<file path="src/rtl/div_seq.sv">
// ============================================================================
//  Module   : div_seq
//  Purpose  : Multi-cycle radix-2 restoring divider for the EX stage.
//             Handles DIV (signed) and DIVU (unsigned) and produces one
//             quotient bit per clock. The result is returned as
//             {remainder (HI), quotient (LO)}.
//  Ports    : clk        rising-edge clock
//             rst        asynchronous, active-low reset
//             start_i    divide request, held high until ready_o is seen
//             annul_i    abort/flush; takes priority over start_i
//             signed_i   1 = DIV, 0 = DIVU
//             opdata1_i  dividend
//             opdata2_i  divisor
//             result_o   {remainder, quotient}, valid while ready_o is high
//             ready_o    result valid
//             busy_o     operation in progress
//  Revision : 1.0 - initial release
// ============================================================================
`default_nettype none

module div_seq #(
  parameter int DW = 32
) (
  input  logic            clk,
  input  logic            rst,
  input  logic            start_i,
  input  logic            annul_i,
  input  logic            signed_i,
  input  logic [DW-1:0]   opdata1_i,
  input  logic [DW-1:0]   opdata2_i,
  output logic [2*DW-1:0] result_o,
  output logic            ready_o,
  output logic            busy_o
);

  localparam int CW = $clog2(DW) + 1;

  typedef enum logic [1:0] {
    IDLE   = 2'd0,
    BYZERO = 2'd1,
    ON     = 2'd2,
    END    = 2'd3
  } state_t;

  state_t          state;
  logic [CW-1:0]   cnt;
  logic [2*DW-1:0] sreg;      // upper half: partial remainder, lower half: dividend in / quotient out
  logic [DW-1:0]   divisor;   // latched divisor magnitude
  logic            neg_quot;
  logic            neg_rem;

  // Operand magnitudes. The most negative value negates to itself, which
  // read as unsigned is exactly its magnitude.
  logic [DW-1:0] abs_op1;
  logic [DW-1:0] abs_op2;

  assign abs_op1 = (signed_i && opdata1_i[DW-1]) ? -opdata1_i : opdata1_i;
  assign abs_op2 = (signed_i && opdata2_i[DW-1]) ? -opdata2_i : opdata2_i;

  // One restoring step: the next dividend bit is shifted into the partial
  // remainder before the trial subtraction. The trial value can reach
  // DW+1 bits, so the subtraction is carried out at DW+2 bits and its top
  // bit serves as the borrow.
  logic [DW:0]   trial;
  logic [DW+1:0] diff;
  logic          borrow;

  assign trial  = {sreg[2*DW-1:DW], sreg[DW-1]};
  assign diff   = {1'b0, trial} - {2'b00, divisor};
  assign borrow = diff[DW+1];

  // Final sign correction
  logic [DW-1:0] quot_fix;
  logic [DW-1:0] rem_fix;

  assign quot_fix = neg_quot ? -sreg[DW-1:0]    : sreg[DW-1:0];
  assign rem_fix  = neg_rem  ? -sreg[2*DW-1:DW] : sreg[2*DW-1:DW];

  always_ff @(posedge clk or negedge rst) begin
    if (!rst) begin
      state    <= IDLE;
      cnt      <= '0;
      sreg     <= '0;
      divisor  <= '0;
      neg_quot <= 1'b0;
      neg_rem  <= 1'b0;
      result_o <= '0;
      ready_o  <= 1'b0;
      busy_o   <= 1'b0;
    end else begin
      case (state)
        IDLE: begin
          if (start_i && !annul_i) begin
            busy_o <= 1'b1;
            if (opdata2_i == '0) begin
              state <= BYZERO;
            end else begin
              sreg     <= {{DW{1'b0}}, abs_op1};
              divisor  <= abs_op2;
              neg_quot <= signed_i & (opdata1_i[DW-1] ^ opdata2_i[DW-1]);
              neg_rem  <= signed_i & opdata1_i[DW-1];
              cnt      <= '0;
              state    <= ON;
            end
          end
        end

        BYZERO: begin
          if (annul_i) begin
            state    <= IDLE;
            result_o <= '0;
            ready_o  <= 1'b0;
            busy_o   <= 1'b0;
          end else begin
            state    <= END;
            result_o <= '0;
            ready_o  <= 1'b1;
            busy_o   <= 1'b0;
          end
        end

        ON: begin
          if (annul_i) begin
            state    <= IDLE;
            cnt      <= '0;
            result_o <= '0;
            ready_o  <= 1'b0;
            busy_o   <= 1'b0;
          end else if (cnt != CW'(DW)) begin
            if (borrow) begin
              sreg <= {sreg[2*DW-2:0], 1'b0};
            end else begin
              // Remainder always fits in DW bits once the subtraction succeeds.
              sreg <= {DW'(diff), sreg[DW-2:0], 1'b1};
            end
            cnt <= cnt + 1'b1;
          end else begin
            state    <= END;
            result_o <= {rem_fix, quot_fix};
            ready_o  <= 1'b1;
            busy_o   <= 1'b0;
          end
        end

        END: begin
          if (annul_i) begin
            state    <= IDLE;
            result_o <= '0;
            ready_o  <= 1'b0;
          end else if (!start_i) begin
            state   <= IDLE;
            ready_o <= 1'b0;
          end
        end

        default: begin
          state   <= IDLE;
          ready_o <= 1'b0;
          busy_o  <= 1'b0;
        end
      endcase
    end
  end

endmodule

`default_nettype wire

</file>
<file path="config.mk">
export PLATFORM = sky130hd
export DESIGN_NAME = div_seq
export DESIGN_NICKNAME = d
export VERILOG_FILES = /design/src/rtl/div_seq.sv
export SDC_FILE = /design/constraint.sdc
export NUM_CORES = 1
export LEC_CHECK = 0
export BUFFER_PORTS_ARGS = -buffer_cell sky130_fd_sc_hd__buf_2
export CORE_MARGIN = 2
export CORE_UTILIZATION = 25
export CTS_CLUSTER_DIAMETER = 60
export DETAILED_ROUTE_END_ITERATION = 16
export SLEW_MARGIN = 20
export SYNTH_ARGS = -nofsm -noshare
export SYNTH_HDL_FRONTEND = slang
export SYNTH_SLANG_ARGS = --single-unit
</file>
<file path="constraint.sdc">
create_clock -name clk -period 8.8 [get_ports clk]
set_input_delay 0.88 -clock clk [delete_from_list [all_inputs] [get_ports clk]]
set_output_delay 0.88 -clock clk [all_outputs]
set_load 0.01 [all_outputs]
</file>
**Word-level counts from Yosys, hierarchy flattened**

Index checks and enable logic that the tools add are counted.

- Mux-type cells: 37
- Add/sub/neg operators: 6
- Eq/ne operators: 12
- Reductions and logical operators: 16
- Bitwise operators: 4

Operators with widths:

| cell | number |
|---|---|
| $mux W64 | 8 |
| $pmux W64 S3 | 1 |
| $mux W32 | 4 |
| $neg A32 Y32 | 4 |
| $pmux W64 S2 | 1 |
| $sub A33 B32 Y34 | 1 |
| $logic_not A32 Y1 | 1 |
| $mux W6 | 4 |
| $reduce_and A3 Y1 | 5 |
| $mux W2 | 7 |
| $pmux W6 S2 | 1 |
| $ne A2 B2 Y1 const B | 5 |
| $ne A3 B3 Y1 const B | 3 |
| $mux W1 | 8 |
| $pmux W2 S4 | 1 |
| $add A6 B1 Y6 const B | 1 |
| $ne A6 B6 Y1 const B | 1 |
| $pmux W1 S3 | 2 |
| $reduce_bool A3 Y1 | 2 |
| $reduce_and A5 Y1 | 1 |
| $eq A2 B2 Y1 const B | 2 |
| $reduce_and A4 Y1 | 1 |
| $logic_and A1 B1 Y1 | 3 |
| $and A1 B1 Y1 | 2 |
| 6 further kinds | 6 |

- Output and inout bits: 66
- Input bits: 69
- Logic and storage cells: 84
- Register bits after elaboration: 172

**Longest topological paths before layout**

Gate-level depths: netlist (run 1).

- Depth after elaboration: 5
- Gate-level depth with buffers: 13
- Gate-level depth less buffers: 12

**Worst setup path before layout (run 1)**

OpenSTA, ideal clock, no wires.

- Kind: in2reg
- Start: input opdata2_i[0]
- End: register sreg[47]
- Path slack: 5.412 ns
- Data required time: 8.704 ns
- Data arrival time: 3.292 ns
- Library setup time: 0.096 ns
- Path buffers: 2
- Stages: 12
- Cell sequence: inv_1 ha_1 or3b_2 nor4_1 nand4_1 nor3_1 nand2_1 o2111ai_1 clkbuf_1 buf_1 nand2_1 o31ai_1

- Cells in the longest elaborated chain, start to end: 3

Ends and longest elaborated chain:

| element | line | text |
|---|---|---|
| start: declaration | 30 | `input logic [DW-1:0] opdata2_i,` |
| $logic_not A32 Y1 | 95 | `if (opdata2_i == '0) begin` |
| $ne A2 B2 Y1 (no line) | n/a |  |
| $reduce_and A5 Y1 (no line) | n/a |  |
| end signal: assignment | 98 | `sreg <= {{DW{1'b0}}, abs_op1};` |
| end signal: assignment | 131 | `sreg <= {sreg[2*DW-2:0], 1'b0};` |
| end signal: assignment | 134 | `sreg <= {DW'(diff), sreg[DW-2:0], 1'b1};` |
| end: declaration | 47 | `logic [2*DW-1:0] sreg;` |

No other way between the ends.
A chain may end at the register's enable or synchronous reset.

**Worst setup path in the final report (run 1)**

- Start: input opdata2_i[0]
- End: register sreg[29]

The elaborated chain is that of the path after synthesis.

==> results by group, run 1 <==
CTS
  • CTS tree: built
  • Post-CTS sizing: 0
  • Post-CTS setup buffers: 0
  • Sink Count: 172
  • Clk Latency, worst-skew pair: 450 ps
  • CTS Hold Buffers Added: 0
  • Number of buffers created by CTS: 17
  • H-tree Lvls: 4
  • Clock Pin Slew Worst Setup and Hold Paths: 70 ps
  • CTS root buffer: clkbuf_16
  • Clock Path Buffers: 2

Cells and area
  • Commonest cells after routing, fill and taps aside: nand2_1, o21ai_0, dfrtp_1, buf_2, a21oi_1
  • Synth-to-layout area growth: 16.4%
  • Seq. cell area: 0.00430 mm2
  • Fill cells: 4733
  • Commonest non-fill, non-tap cell in the layout: nand2_1
  • Antenna Cells: 0
  • Layout cells sized above 1: 13.3%
  • Multi-input gate area: 0.00646 mm2
  • Post-layout net count: 1561

Critical path
  • Critical path's slowest cell: buf_4
  • R2R cell count: 10
  • Startpoint Class: input pin
  • Reg-to-reg startpoint: sreg[39]
  • Crit-path leading delay family: simple AND/OR/NAND/NOR gates
  • Crit Path Class: in -> reg
  • Setup crit start: opdata2_i[0]
  • Data arrival, critical path: 4460 ps
  • Crit path buf inv count: 3
  • Cell breakdown of the critical path: buf_2 > inv_1 > ha_1 > or3b_2 > nor4_1 > nand4_1 > nor3_1 > nand2_1 > o2111ai_4 > buf_4 > or2_2 > o221ai_1
  • Crit-path max FO: 65
  • Critical Path End Type: flip-flop
  • R2R Setup Slk: 4720 ps
  • Critical path required time: 9090 ps
  • Worst r2r dst: sreg[56]
  • Max stage delay on crit path: 600 ps

Global routing
  • Global-route wire length before repair: 51900 um
  • Global route overflow: 0
  • Vias in the first global route: 9576
  • Antenna violations before repair: 0
  • GRT Util Overall: 13.8%
  • Largest net degree at the start of global routing: 99

STA
  • Final period demand of the worst path: 4170 ps
  • Setup WS post-layout: 4630 ps
  • Relative slew margins: 30.9%
  • Setup Viol. Count Final: 0
  • Achievable Freq: 240 MHz
  • Layout Skew: 13.9 ps
  • Tcrit/Tclk final: 47.4%
  • RSZ-0062 raised after global routing: false
  • Max-slew violation count: 0
  • Final count of hold timing violations: 0
  • Worst-Margin Slew: 1040 ps
  • Setup TNS: 0 ps

Synth
  • Primary FF master, synth: dfrtp_1
  • Yosys top cell by area: dfrtp_1
  • Syn Nets: 1466
  • Async SR Flop Fraction: 100%
  • Post-Syn Area: 0.0112 mm2
  • Syn Area/Cell: 8.27 um2
  • Ys Warns: 0
  • Synth top area share: 38.4%
  • Cells after Synth: 1355
  • Synth cell types: 54
  • Leading post-synthesis cells by cell area: dfrtp_1, o21ai_0, nand2_1
  • Register bit total from synthesis: 172
  • Number of flops mapped to enable cells by yosys: 0
  • Sequential area share after synthesis: 38.4%

Hold path
  • Min-delay worst type: reg -> reg
  • Hold path endpoint: result_o[11]
  • WHS Path Cells: 2
  • Hold Crit Start: result_o[11]

Floorplan
  • Die area: 0.0465 mm2
  • Core Rows: 77
  • Die X: 216 um
  • Die H: 216 um
  • Core area: 0.0442 mm2
  • Initial Util: 25.3%
  • I/O Pins: 135

Routing
  • WL final: 31900 um
  • DR pass1 iterations: 5
  • Drt wl/cell: 15.5 um
  • DRC viols: 0
  • Vias: 10043
  • Initial DRC Count: 832
  • Via density: 4.89
  • Post-route ant nets: 0

Placement
  • Detailed-placement wirelength estimate: 24200 um
  • GPL Wtd Cong: 0.857
  • Port-buffer cells: 134
  • Worst slack at placement: 4170 ps

Outcome
  • Outcome: completed

Pwr
  • Leakage: 0.00582 uW
  • Peak supply drop: 0.000137 V
  • Power per cell area: 267 mW/mm2

Run
  • Max-cap check violation count: 0
how the worst max path moves through the flow:
| stage | slack (ps) | cells past startpoint | end |
|---|---|---|---|
| after detailed placement | 4170 | 12 | sreg[29] |
| after global routing | 4210 | 12 | sreg[29] |
| after CTS | 4640 | 12 | sreg[29] |
| after global placement | 4270 | 12 | sreg[24] |
| after floorplan | 5410 | 12 | sreg[47] |
| final | 4630 | 12 | sreg[29] |
metrics by stage:
step | total power [uW] | instance area, um2 | hold slack, ps | utilization (%) | std cells
after floorplan | 2310 | 11200 | 451 | - | 1355
after global placement | 2680 | 12500 | 456 | 28.2 | 2023
after detailed placement | 2730 | 12500 | 466 | 28.2 | 2023
after CTS | 3500 | 13000 | 481 | 29.5 | 2055
after global routing | 3770 | 13000 | 502 | 29.5 | 2055
final | 3480 | 13000 | 472 | 29.5 | 2055
worst min-delay path, stage by stage, from the launching register on:
cell and delay (ps):
dfrtp_1 340, nand2_1 40, o21ai_0 60
synth_stat cells (3+ instances only):
cell / number
nand2_1: 215
o21ai_0: 197
dfrtp_1: 172
a21oi_1: 100
xor2_1: 83
nor2_1: 75
clkbuf_1: 59
inv_1: 59
xnor2_1: 57
ha_1: 41
o31ai_1: 25
nand3_1: 22
nor3_1: 20
or3_1: 18
mux2i_1: 16
nor4_1: 16
a21o_1: 15
o41ai_1: 15
or4_1: 14
a31oi_1: 13
a32oi_1: 10
o221ai_1: 10
and3_1: 9
nand2b_1: 8
buf_1: 7
nor2b_1: 7
o211ai_1: 7
o21a_1: 7
nand4_1: 6
or2_2: 6
and2_1: 5
o21ai_1: 4
a211oi_1: 3
a21boi_0: 3
a22o_1: 3
or3_4: 3
flip-flops by register name (all words and copies together), names as in the netlist:
signal	flops
ready_o	1
sreg	64
neg_rem	1
result_o	64
busy_o	1
neg_quot	1
state	2
cnt	6
divisor	32
routing by layer:
metal	part of all wire, %	global-route usage [%]	vias to the layer above	routed length (um)
li1	-	-	5000	-
met1	49	19.6	4746	15500
met2	45	21.8	275	14200
met3	5.7	2.45	22	1820
met4	0.92	2.85	0	294
met5	0	0	-	0
power breakdown:
| group | internal (uW) | leakage [uW] | switching [uW] |
|---|---|---|---|
| registers | 956 | 0.00228 | 186 |
| logic | 580 | 0.00326 | 996 |
| clock network | 404 | 0.000277 | 354 |
| total | 1940 | 0.00582 | 1540 |
cell families after synthesis:
family,after synthesis,synth area share [%]
and+or+nand+nor,433,17.8
AOI/OAI and AO/OA,425,22.3
DFF,172,38.4
xor gates and xnor gates,140,10.9
buffers and inverters,125,4.19
adders and majority gates,42,4.76
muxes,18,1.63
area by class of cell:
class / count / area share [%]
sequential: 172 / 33.0
tap: 592 / 5.68
clock inverter: 13 / 1.01
multi-input combinational: 1058 / 49.6
clock buffer: 19 / 3.40
timing repair buffer: 142 / 5.65
inverter: 59 / 1.70
Power figures use the tool's default switching activity.
==> run 2, diff against run 1 <==
==> constraint.sdc (replaced) <==
create_clock -name clk -period 3.7 [get_ports clk]
set_input_delay 0.37 -clock clk [delete_from_list [all_inputs] [get_ports clk]]
set_output_delay 0.37 -clock clk [all_outputs]
set_load 0.01 [all_outputs]
==> results by group, run 2 (synthesis gave the netlist of run 1 again) <==
Routing
  • Vias: 10054 (was 10043)
  • DR pass1 iterations: 5 (unchanged)
  • DRC viols: 0 (unchanged)
  • Post-route ant nets: 0 (unchanged)
  • Via density: 4.85 (was 4.89)
  • WL final: 32000 um (was 31900 um)
  • Drt wl/cell: 15.4 um (was 15.5 um)
  • Initial DRC Count: 629 (was 832)

Cells and area
  • Multi-input gate area: 0.00646 mm2 (unchanged)
  • Seq. cell area: 0.00430 mm2 (unchanged)
  • Final cell count without fillers: 2071 (was 2055)
  • Synth-to-layout area growth: 18.0% (was 16.4%)
  • Fill cells: 4717 (was 4733)
  • Antenna Cells: 0 (unchanged)
  • Largest registers: result_o x64, sreg x64, divisor x32 (unchanged)
  • Commonest cells after routing, fill and taps aside: nand2_1, o21ai_0, dfrtp_1, buf_2, a21oi_1 (unchanged)
  • Post-layout net count: 1578 (was 1561)
  • Fin util: 29.9% (was 29.5%)
  • Commonest non-fill, non-tap cell in the layout: nand2_1 (unchanged)
  • Layout cells sized above 1: 14.3% (was 13.3%)

CTS
  • Clock Path Buffers: 2 (unchanged)
  • CTS tree: built (unchanged)
  • Sink Count: 172 (unchanged)
  • Post-CTS setup buffers: 0 (unchanged)
  • Post-CTS sizing: 0 (unchanged)
  • H-tree Lvls: 4 (unchanged)
  • Number of buffers created by CTS: 17 (unchanged)
  • CTS root buffer: clkbuf_16 (unchanged)
  • Clk Latency, worst-skew pair: 430 ps (was 450 ps)
  • CTS Hold Buffers Added: 0 (unchanged)
  • Clock Pin Slew Worst Setup and Hold Paths: 70 ps (about the same)

Floorplan
  • Core Rows: 77 (unchanged)
  • Die H: 216 um (unchanged)
  • Core area: 0.0442 mm2 (unchanged)
  • Die X: 216 um (unchanged)
  • Die area: 0.0465 mm2 (unchanged)
  • Initial Util: 25.3% (unchanged)
  • I/O Pins: 135 (unchanged)

STA
  • Final period demand of the worst path: 3310 ps
  • Layout Skew: 10.2 ps (was 13.9 ps)
  • Achievable Freq: 302 MHz
  • Relative slew margins: 33.6% (was 30.9%)
  • Final count of hold timing violations: 0 (unchanged)
  • RSZ-0062 raised after global routing: false (unchanged)
  • Setup WS post-layout: 387 ps (was 4630 ps)
  • Tcrit/Tclk final: 89.5%
  • Setup TNS: 0 ps (unchanged)
  • Worst-Margin Slew: 996 ps (was 1040 ps)
  • Setup Viol. Count Final: 0 (unchanged)
  • Max-slew violation count: 0 (unchanged)

Critical path
  • Data arrival, critical path: 3630 ps (was 4460 ps)
  • Crit-path max FO: 5 (was 65)
  • Critical path required time: 4020 ps (was 9090 ps)
  • Startpoint Class: flip-flop (was input pin)
  • Crit Path Class: reg -> reg (was in -> reg)
  • Critical Path End Type: flip-flop (unchanged)

Placement
  • GPL Wtd Cong: 0.855 (was 0.857)
  • Port-buffer cells: 134 (unchanged)
  • Worst slack at placement: 339 ps (was 4170 ps)
  • Inst Count DP: 2040 (was 2023)
  • Detailed-placement wirelength estimate: 24400 um (was 24200 um)

Pwr
  • Overall power: 8340 uW (was 3480 uW)
  • Leakage: 0.00593 uW (was 0.00582 uW)
  • Power per cell area: 631 mW/mm2 (was 267 mW/mm2)
  • Peak supply drop: 0.000271 V (was 0.000137 V)

Global routing
  • Antenna violations before repair: 1 (was 0)
  • Vias in the first global route: 9536 (was 9576)
  • Global-route wire length before repair: 51500 um (was 51900 um)
  • GRT Util Overall: 13.8% (about the same)
  • Global route overflow: 0 (unchanged)
  • Largest net degree at the start of global routing: 98 (was 99)

Outcome
  • Outcome: completed (unchanged)

Hold path
  • Min-delay worst type: in -> async (was reg -> reg)

Run
  • Max-cap check violation count: 0 (unchanged)
[run 2: path summary, 6_finish.rpt]
check / slack (ps) / endpoint / depth (start not counted) / startpoint
min in group clk: 210 / ready_o / 2 / annul_i
hold reg to reg: 470 / result_o[36] / 2 / result_o[36]
setup reg to reg: 390 / sreg[60] / 9 / sreg[38]
setup / recovery: 390 / sreg[60] / 9 / sreg[38]
max in group asynchronous: 2820 / sreg[34] / 2 / rst
hold / removal: 30 / result_o[25] / 1 / rst
[run 2: worst max-delay path, cell delays in order, from the launching register on]
cell,delay [ps]
dfrtp_1,480
ha_1,400
a21oi_1,220
o21ai_0,190
a2111oi_0,800
a211oi_1,270
o21ai_0,300
nand3_1,110
a31o_2,250
a22o_1,190
[run 2: routing by layer]
metal / vias up / track usage (%) / share of wire [%] / routed length [um]
met4: 0 / 3.36 / 1.2 / 373
met1: 4727 / 19.9 / 49 / 15600
li1: 5015 / - / - / -
met2: 283 / 21.2 / 44 / 14000
met5: - / 0 / 0 / 0
met3: 29 / 2.54 / 6.0 / 1920
[run 2: power breakdown]
group	leakage, uW	switching [uW]	internal (uW)
Clock	0.000280	799	968
Combinational	0.00337	2400	1460
Sequential	0.00228	434	2280
Total	0.00593	3640	4700
[run 2: area by class of cell]
cell class	count	area share [%]
Inverter	59	1.68
Tap cell	592	5.61
Multi-Input combinational cell	1058	48.9
Timing Repair Buffer	159	6.92
Sequential cell	172	32.6
Clock inverter	12	0.862
Clock buffer	19	3.43
[run 2: stage by stage]
stage | hold slack (ps) | cell area [um2]
after floorplan | 74.4 | 11200
after global placement | 457 | 12600
after detailed placement | 465 | 12600
after CTS | 62.2 | 13200
after global routing | 95.6 | 13200
final | 32.4 | 13200
==> run 3, diff against run 2 <==
--- a/config.mk
+++ b/config.mk
@@ -6,6 +6,7 @@
 export NUM_CORES = 1
 export LEC_CHECK = 0
 export BUFFER_PORTS_ARGS = -buffer_cell sky130_fd_sc_hd__buf_2
+export CORE_ASPECT_RATIO = 0.9
 export CORE_MARGIN = 2
 export CORE_UTILIZATION = 25
 export CTS_CLUSTER_DIAMETER = 60
==> results by group, run 3 (synthesis gave the netlist of run 1 again) <==
Global routing
  • GRT Util Overall: 14.5% (was 13.8%)
  • Vias in the first global route: 9808 (was 9536)
  • Global route overflow: 0 (unchanged)
  • Largest net degree at the start of global routing: 101 (was 98)
  • Antenna violations before repair: 0 (was 1)
  • Global-route wire length before repair: 53400 um (was 51500 um)

STA
  • Tcrit/Tclk final: 89.2% (was 89.5%)
  • Hold slack: 56.8 ps (was 32.4 ps)
  • Setup WS post-layout: 400 ps (was 387 ps)
  • Setup TNS: 0 ps (unchanged)
  • Achievable Freq: 303 MHz (was 302 MHz)
  • Setup Viol. Count Final: 0 (unchanged)
  • Max-slew violation count: 0 (unchanged)
  • RSZ-0062 raised after global routing: false (unchanged)
  • Worst-Margin Slew: 967 ps (was 996 ps)
  • Final count of hold timing violations: 0 (unchanged)
  • Layout Skew: 11.9 ps (was 10.2 ps)
  • Relative slew margins: 35.5% (was 33.6%)
  • Final period demand of the worst path: 3300 ps (was 3310 ps)

Critical path
  • Cell breakdown of the critical path: or4_4 > or3_4 > or3_4 > or4_4 > o41ai_1 > xnor2_1 > o21ai_0 (was ha_1 > a21oi_1 > o21ai_0 > a2111oi_0 > a211oi_1 > o21ai_0 > nand3_1 > a31o_2 > a22o_1)
  • Worst r2r dst: result_o[31] (was sreg[60])
  • Critical path's slowest cell: o41ai_1 (was a2111oi_0)
  • R2R cell count: 7 (was 9)
  • R2R Setup Slk: 400 ps (was 390 ps)
  • Reg-to-reg startpoint: sreg[9] (was sreg[38])
  • Crit Path Class: reg -> reg (unchanged)
  • Startpoint Class: flip-flop (unchanged)
  • Max stage delay on crit path: 600 ps (was 800 ps)
  • Critical Path End Type: flip-flop (unchanged)
  • Critical path required time: 3990 ps (was 4020 ps)
  • Crit-path max FO: 5 (unchanged)
  • Data arrival, critical path: 3590 ps (was 3630 ps)

Floorplan
  • Initial Util: 25.3% (about the same)
  • Die H: 205 um (was 216 um)
  • Die area: 0.0465 mm2 (about the same)
  • Core Rows: 73 (was 77)
  • Die X: 227 um (was 216 um)
  • I/O Pins: 135 (unchanged)
  • Core area: 0.0442 mm2 (about the same)

CTS
  • CTS tree: built (unchanged)
  • Post-CTS sizing: 0 (unchanged)
  • Clock Pin Slew Worst Setup and Hold Paths: 70 ps (about the same)
  • H-tree Lvls: 4 (unchanged)
  • Post-CTS setup buffers: 0 (unchanged)
  • CTS Hold Buffers Added: 0 (unchanged)
  • Sink Count: 172 (unchanged)
  • CTS root buffer: clkbuf_16 (unchanged)
  • Number of buffers created by CTS: 17 (unchanged)
  • Clk Latency, worst-skew pair: 440 ps (was 430 ps)
  • Clock Path Buffers: 2 (unchanged)

Pwr
  • Peak supply drop: 0.000317 V (was 0.000271 V)
  • Leakage: 0.00593 uW (about the same)
  • Power per cell area: 638 mW/mm2 (was 631 mW/mm2)

Placement
  • Port-buffer cells: 134 (unchanged)
  • Worst slack at placement: 346 ps (was 339 ps)
  • GPL Wtd Cong: 0.869 (was 0.855)
  • Detailed-placement wirelength estimate: 25600 um (was 24400 um)

Cells and area
  • Largest registers: result_o x64, sreg x64, divisor x32 (unchanged)
  • Layout cells sized above 1: 14.3% (about the same)
  • Fill cells: 4706 (was 4717)
  • Antenna Cells: 0 (unchanged)
  • Post-layout net count: 1578 (unchanged)
  • Synth-to-layout area growth: 18.1% (was 18.0%)
  • Commonest non-fill, non-tap cell in the layout: nand2_1 (unchanged)
  • Commonest cells after routing, fill and taps aside: nand2_1, o21ai_0, dfrtp_1, buf_2, a21oi_1 (unchanged)

Hold path
  • Min-delay worst type: in -> async (unchanged)

Routing
  • Via density: 4.89 (was 4.85)
  • WL final: 33700 um (was 32000 um)
  • DRC viols: 0 (unchanged)
  • Post-route ant nets: 0 (unchanged)
  • DR pass1 iterations: 5 (unchanged)
  • Vias: 10164 (was 10054)
  • Initial DRC Count: 646 (was 629)
  • Drt wl/cell: 16.2 um (was 15.4 um)

Run
  • Max-cap check violation count: 0 (unchanged)

Outcome
  • Outcome: completed (unchanged)
## run 3: how the worst max path moves through the flow
stage | start | endpoint | slack [ps] | cells past startpoint
2_1_floorplan | sreg[10] | result_o[27] | 670 | 8
3_3_place_gp | sreg[10] | result_o[31] | 280 | 7
3_5_place_dp | sreg[9] | result_o[31] | 350 | 7
4_1_cts | sreg[9] | result_o[31] | 330 | 7
5_1_grt | sreg[41] | sreg[45] | 190 | 11
6_report | sreg[9] | result_o[31] | 400 | 7
## run 3: per-stage QoR
step | cells | cell area, um2 | total power (uW) | utilization, %
after detailed placement | 2048 | 12600 | 6610 | 28.6
final | 2080 | 13200 | 8440 | 29.9
after CTS | 2080 | 13200 | 8490 | 29.9
after global routing | 2080 | 13200 | 9110 | 29.9
after global placement | 2048 | 12600 | 6540 | 28.6
after floorplan | 1355 | 11200 | 5490 | -
## run 3: metal layers
metal | GRT usage [%] | vias up | wire (um)
met5 | 0 | - | 0
met4 | 4.20 | 0 | 624
met3 | 3.49 | 39 | 1690
met2 | 23.8 | 209 | 16000
met1 | 18.8 | 4899 | 15400
li1 | - | 5017 | -
## run 3: cell type report
class,instances,area [um2],area share (%)
timing repair buffer,159,902,6.82
multi-input combinational,1058,6460,48.8
clock buffer,21,460,3.48
sequential,172,4300,32.5
inverter,59,221,1.67
tap,600,751,5.67
clock inverter,11,133,1.00
## run 3: report_power, final
group / leakage (uW) / internal (uW) / switching [uW] / total (uW)
Combinational: 0.00336 / 1440 / 2410 / 3850
Sequential: 0.00228 / 2280 / 466 / 2740
Clock: 0.000285 / 1040 / 810 / 1850
Total: 0.00593 / 4760 / 3680 / 8440
## run 3: critical path, delay by kind of cell (launching register included)
kind             cells  cell delay (ps)
AND/OR/NAND/NOR      4             1790
AO/OA/AOI/OAI        2              700
flip-flops           1              440
XOR/XNOR             1              220
